## src/rtl/ifu_pkg.sv

```systemverilog
// ifu_pkg -- shared constants and types for the instruction fetch unit.
//   NOP_INST    : instruction presented on if_inst whenever if_valid is low
//   PC_STEP     : byte distance between consecutive sequential fetches
//   ifu_state_e : derived fetch state (EMPTY / LIVE / HELD), used for output
//                 selection and debug visibility
package ifu_pkg;

    localparam logic [31:0] NOP_INST = 32'h0000_0013;
    localparam int          PC_STEP  = 4;

    typedef enum logic [1:0] {
        EMPTY = 2'd0,   // no instruction in the fetch stage (reset or redirect bubble)
        LIVE  = 2'd1,   // instruction word comes straight from IMEM read data
        HELD  = 2'd2    // decode stalled; instruction word parked in the skid register
    } ifu_state_e;

endpackage

```

## src/rtl/ifu_skid_reg.sv

```systemverilog
// ifu_skid_reg -- single-entry data register with a full flag.
//   clk   in  : clock
//   rst   in  : asynchronous active-high reset (empties the entry)
//   load  in  : capture din and mark full
//   clear in  : mark empty; wins over load
//   din   in  : data to capture
//   dout  out : stored data (meaningful only while full)
//   full  out : entry holds data
module ifu_skid_reg #(
    parameter int width = 32
) (
    input  logic             clk,
    input  logic             rst,
    input  logic             load,
    input  logic             clear,
    input  logic [width-1:0] din,
    output logic [width-1:0] dout,
    output logic             full
);

    always_ff @(posedge clk or posedge rst) begin
        if (rst) begin
            dout <= '0;
            full <= 1'b0;
        end else if (clear) begin
            full <= 1'b0;
        end else if (load) begin
            dout <= din;
            full <= 1'b1;
        end
    end

endmodule

```

## src/rtl/instr_fetch_unit.sv

```systemverilog
// instr_fetch_unit -- fetch-side master of a 1-cycle-latency synchronous IMEM.
// Owns the PC, drives byte addresses to IMEM, pairs each returned word with
// its PC, absorbs decode stalls with a one-entry skid register (no bubbles on
// release) and takes branch/jump redirects with exactly one bubble.
//
// Ports:
//   clk             in  : clock, all state on rising edge
//   rst             in  : asynchronous active-high reset
//   imem_addr       out : byte address to IMEM; data returns on the next cycle
//   imem_inst       in  : IMEM data for the address presented on the previous edge
//   if_stall        in  : decode cannot accept; if_* outputs hold
//   redirect_valid  in  : taken branch/jump; overrides if_stall
//   redirect_pc     in  : redirect target, low two bits ignored
//   if_valid        out : if_pc/if_inst carry a real instruction
//   if_pc           out : PC of if_inst
//   if_inst         out : instruction, NOP whenever if_valid is low
//   perf_fetch_cnt  out : (IFU_PERF_EN only) instructions accepted by decode
//   perf_bubble_cnt out : (IFU_PERF_EN only) cycles with no valid instruction
//
// Build option: define IFU_PERF_EN to add the two performance counters.
module instr_fetch_unit
    import ifu_pkg::*;
#(
    parameter int                    bits       = 32,
    parameter int                    addr_width = 12,
    parameter logic [addr_width-1:0] RESET_PC   = '0
) (
    input  logic                  clk,
    input  logic                  rst,
    output logic [addr_width-1:0] imem_addr,
    input  logic [bits-1:0]       imem_inst,
    input  logic                  if_stall,
    input  logic                  redirect_valid,
    input  logic [addr_width-1:0] redirect_pc,
    output logic                  if_valid,
    output logic [addr_width-1:0] if_pc,
    output logic [bits-1:0]       if_inst
`ifdef IFU_PERF_EN
    ,
    output logic [31:0]           perf_fetch_cnt,
    output logic [31:0]           perf_bubble_cnt
`endif
);

    logic [addr_width-1:0] pc_q, pc_next;
    logic [addr_width-1:0] req_pc_q, req_pc_next;
    logic                  req_valid_q, req_valid_next;
    logic                  skid_load, skid_clear;
    logic                  skid_full_q;
    logic [bits-1:0]       skid_q;
    ifu_state_e            state;

    ifu_skid_reg #(
        .width (bits)
    ) u_skid (
        .clk   (clk),
        .rst   (rst),
        .load  (skid_load),
        .clear (skid_clear),
        .din   (imem_inst),
        .dout  (skid_q),
        .full  (skid_full_q)
    );

    // The fetch state is fully implied by the request and skid flags.
    always_comb begin
        if (skid_full_q)
            state = HELD;
        else if (req_valid_q)
            state = LIVE;
        else
            state = EMPTY;
    end

    always_ff @(posedge clk or posedge rst) begin
        if (rst) begin
            pc_q        <= RESET_PC;
            req_pc_q    <= RESET_PC;
            req_valid_q <= 1'b0;
        end else begin
            pc_q        <= pc_next;
            req_pc_q    <= req_pc_next;
            req_valid_q <= req_valid_next;
        end
    end

    always_comb begin
        pc_next        = pc_q;
        req_pc_next    = req_pc_q;
        req_valid_next = req_valid_q;
        skid_load      = 1'b0;
        skid_clear     = 1'b0;
        if (redirect_valid) begin
            // Whatever IMEM returns next belongs to the old path: drop it.
            pc_next        = redirect_pc & ~addr_width'(3);
            req_valid_next = 1'b0;
            skid_clear     = 1'b1;
        end else if (if_stall) begin
            // Only the first stalled edge carries the word for req_pc_q; after
            // that IMEM is already returning the word at pc_q, so keep the skid.
            skid_load = (state == LIVE);
        end else begin
            // pc_q is the address IMEM is reading now, so it becomes the next
            // instruction's PC; the PC wraps naturally at 2**addr_width.
            req_pc_next    = pc_q;
            req_valid_next = 1'b1;
            pc_next        = pc_q + addr_width'(PC_STEP);
            skid_clear     = 1'b1;
        end
    end

    assign imem_addr = pc_q;
    assign if_valid  = req_valid_q;
    assign if_pc     = req_pc_q;

    always_comb begin
        unique case (state)
            HELD:    if_inst = skid_q;
            LIVE:    if_inst = imem_inst;
            default: if_inst = bits'(NOP_INST);
        endcase
    end

`ifdef IFU_PERF_EN
    always_ff @(posedge clk or posedge rst) begin
        if (rst) begin
            perf_fetch_cnt  <= '0;
            perf_bubble_cnt <= '0;
        end else begin
            if (if_valid && !if_stall && !redirect_valid)
                perf_fetch_cnt <= perf_fetch_cnt + 32'd1;
            if (!if_valid)
                perf_bubble_cnt <= perf_bubble_cnt + 32'd1;
        end
    end
`endif

endmodule

```

## config.mk

```make
export PLATFORM = sky130hd
export DESIGN_NAME = instr_fetch_unit
export DESIGN_NICKNAME = d
export VERILOG_FILES = /design/src/rtl/ifu_pkg.sv /design/src/rtl/ifu_skid_reg.sv /design/src/rtl/instr_fetch_unit.sv
export SDC_FILE = /design/constraint.sdc
export NUM_CORES = 1
export LEC_CHECK = 0
export CAP_MARGIN = 20
export CORE_AREA = 10 10 94 96
export CTS_BUF_LIST = sky130_fd_sc_hd__clkbuf_4
export CTS_CLUSTER_DIAMETER = 150
export CTS_CLUSTER_SIZE = 40
export DETAILED_ROUTE_END_ITERATION = 12
export DIE_AREA = 0 0 104 106
export PLACE_DENSITY = 0.84
export REMOVE_ABC_BUFFERS = 1
export SLEW_MARGIN = 30
export SYNTH_ARGS = -nofsm -noshare
export SYNTH_HDL_FRONTEND = slang
export SYNTH_SLANG_ARGS = --single-unit
```

## constraint.sdc

```tcl
create_clock -name clk -period 2.1 [get_ports clk]
set_input_delay 0.63 -clock clk [delete_from_list [all_inputs] [get_ports clk]]
set_output_delay 0.63 -clock clk [all_outputs]
set_load 0.01 [all_outputs]
```

==> summary.md, run 1 <==
| Metric | Value |
|---|---|
| # H-tree levels | 2 |
| F_max | between 0.4 and 0.5 GHz |
| Routed len/inst | about 15 µm |
| HP Class | register to register |
| # IOs | 105 |
| Die height | ~110 µm |
| Hold Path Stages | 1 |
| Cts bufs inserted | 5 |
| Overflow after GRT | 0 |
| Total of max-cap violations | 0 |
| Syn-to-layout area delta | 41.0% |
| Fin nets | 420 |
| Sequential Area | around 1400 µm² |
| Hold buffer count at CTS | 0 |
| Worst Path Arrival | ~1.4 ns |
| Final ANT Viol Nets | 0 |
| Gpl congestion | approximately 0.82 |
| Via count | ~2300 |
| Most common cell after layout, fill and taps aside | nand2_1 |
| Synth Instances | approximately 270 |
| Maximum VDD drop | around 0.00030 V |
| Die area | 11000 µm² |
| RSZ-0062 raised after global routing | true |
| Final hold viol count | 0 |
| Worst Hold Path EP | u_skid.dout[22] |
| Clock Latency Late Sink | ~0.36 ns |
| Row cnt | 31 |
| Reg-to-Reg Start | if_valid |
| Area of the multi-input gates | ~1300 µm² |
| Setup_tns | 0 ns |
| Chip width | 104 µm |
| Outcome | finished, final reports clean |
| Final period util | 98.6% |
| Minimum clock period | about 2.1 ns |
| Largest net degree at the start of global routing | 55 |
| Initial DRC count | 53 |
| Yosys top cell by area | dfrtp_1 |
| Kind of critical path | input pin to output pin |
| Fill count | between 600 and 700 |
| Design Area, Final | 3850 µm² |
| Top cells by area, synth | dfrtp_1, mux2_2, nand2_1 |
| Initial Util | roughly 39% |
| Post-synth EDFFs | 0 |
| Power per cell area | ~680 nW/µm² |
| Post-layout util | 54.6% |
| Final Max Slew Viols | 0 |
| Worst setup SP type | input pin |
| Cell Area, Placed | about 3900 µm² |
| Syn_area_per_cell | a little over 10 µm² |
| Synthesized area | between 2000 and 3000 µm² |
| Yosys reg bits | 54 |
| Sink Count | 54 |
| Final setup viols | 0 |
| Initial antenna violation count | 0 |
| Post-Route WL | roughly 7300 µm |
| Crit-path max FO | 2 |
| Yosys synthesis warning count | 0 |
| Core footprint | 7060 µm² |
| Clock skew | approximately 0.02 ns |
| R2R Path End | u_skid.dout[12] |
| R2R Setup Slk | between 0.3 and 0.4 ns |
| WP data required | 1.47 ns |
| Post-synth ARST share | between 90% and 100% |
| Predominant post-synthesis flop cell | dfrtp_1 |
| First-pass GRT wire length | 11800 µm |
| Number of global-route vias before repair | approximately 2500 |
| Yosys cell types | 36 |
| Pleak | ~0.0017 µW |
| Share of layout cells above drive strength 1 | approximately 30% |
| Root Buffer Master | clkbuf_4 |
| Vias per inst | slightly below 5 |
| Max clock buf depth | 2 |
| # diodes | 0 |
| Post-synthesis sequential area ratio | 49.4% |
| Crit. End Element | output pin |
| TritonRoute pass-1 iters | 4 |
| Drt drc | 0 |
| Hold_sp | u_skid.dout[22] |
| Worst Reg-to-Reg Cells | 6 |
| Port Buf Inserts | just under 100 |
| GRT Util Overall | roughly an eighth |
| Post-DP HPWL | 5430 µm |
| CTS tree | done |
| Clock transition at path regs | 0.13 ns |
| Share of the synthesized area in the top cell type | roughly half |
| Most frequent cells in the layout | nand2_1, clkdlybuf4s50_1, dfrtp_1 |
[power by group]
group | internal [µW] | switching [µW] | total (µW)
logic | 447 | 318 | 765
clock network | 173 | 310 | 483
registers | 1250 | 128 | 1380
[worst max-delay path: stages]
cell and delay, ns:
clkdlybuf4s50_1 0.48, nand2_1 0.05, o21ai_1 0.13, buf_2 0.15
[cell families (layout without fill, tap and decap cells)]
family / Yosys count / in the layout / share of synthesized area (%)
simple gates: 93 / 93 / 16.1
flops: 54 / 54 / 49.4
compound gates: 48 / 48 / 9.89
mux: 43 / 43 / 17.7
buf+inv: 25 / 125 / 5.03
xor+xnor: 4 / 4 / 1.28
fa+ha+maj: 1 / 1 / 0.458
other cells: 1 / 4 / 0.137
[how the worst max path moves through the flow]
stage / startpoint / endpoint / slack, ns
2_1_floorplan: u_skid.full / u_skid.dout[0] / -0.62
3_3_place_gp: imem_inst[30] / if_inst[30] / -0.43
3_5_place_dp: imem_inst[28] / if_inst[28] / -0.49
4_1_cts: imem_inst[28] / if_inst[28] / -0.007
5_1_grt: imem_inst[27] / if_inst[27] / -0.05
6_report: imem_inst[19] / if_inst[19] / 0.03
[timing repair]
| item | CTS | global route |
|---|---|---|
| pin swaps | 1 | 6 |
| gates resized for setup | 148 | 28 |
| endpoints found under the setup margin | 36 | 25 |
| setup buffers | 1 | 0 |
[cell type report]
type | instances | area share [%]
Timing Repair Buffer | 113 | 26.7
Clock buffer | 8 | 1.56
Sequential cell | 54 | 35.3
Tap cell | 99 | 3.21
Multi-Input combinational cell | 193 | 32.9
Inverter | 4 | 0.390
[Yosys cell counts, types with 2 or more instances]
cell type / instances
dfrtp_1: 54
or4_1: 2
buf_2: 2
nand4b_1: 3
nor2b_1: 4
a21oi_1: 4
inv_1: 3
buf_6: 3
o21ai_0: 34
a31oi_1: 2
mux2_2: 42
o31ai_1: 2
buf_4: 5
nor2_1: 6
nand2_1: 65
nand3_1: 2
o31a_1: 3
nand2b_1: 3
clkbuf_1: 11
xor2_1: 3
[sequential cells by signal (all words and copies together), names as in the netlist]
signal / count
if_pc: 10
imem_addr: 10
if_valid: 1
u_skid.dout: 32
u_skid.full: 1
[per-stage QoR]
stage / setup slack, ns / hold WS [ns] / power, µW / cells
6_report: 0.0294 / 0.523 / 2630 / 471
5_1_grt: -0.0457 / 0.530 / 2790 / 471
4_1_cts: -0.00741 / 0.528 / 2660 / 471
3_5_place_dp: -0.491 / 0.495 / 2220 / 462
3_3_place_gp: -0.426 / 0.488 / 2180 / 462
2_1_floorplan: -0.625 / 0.481 / 1750 / 251
[metal layers]
| layer | part of all wire, % | vias to the layer above | track usage [%] | wire, µm |
|---|---|---|---|---|
| li1 | - | 1118 | - | - |
| met2 | 47 | 77 | 22.0 | 3440 |
| met3 | 6.9 | 4 | 4.29 | 499 |
| met1 | 45 | 1093 | 14.9 | 3260 |
| met5 | 0 | - | 0 | 0 |
| met4 | 0.69 | 0 | 3.08 | 50 |
No activity file was read; power rests on OpenSTA's default activity.
==> run 2, diff against run 1 <==
CTS_CLUSTER_DIAMETER = not set   (was 150)
==> results of run 2 <==
Same layout as run 1: the final DEF is identical, and so are final timing and power.
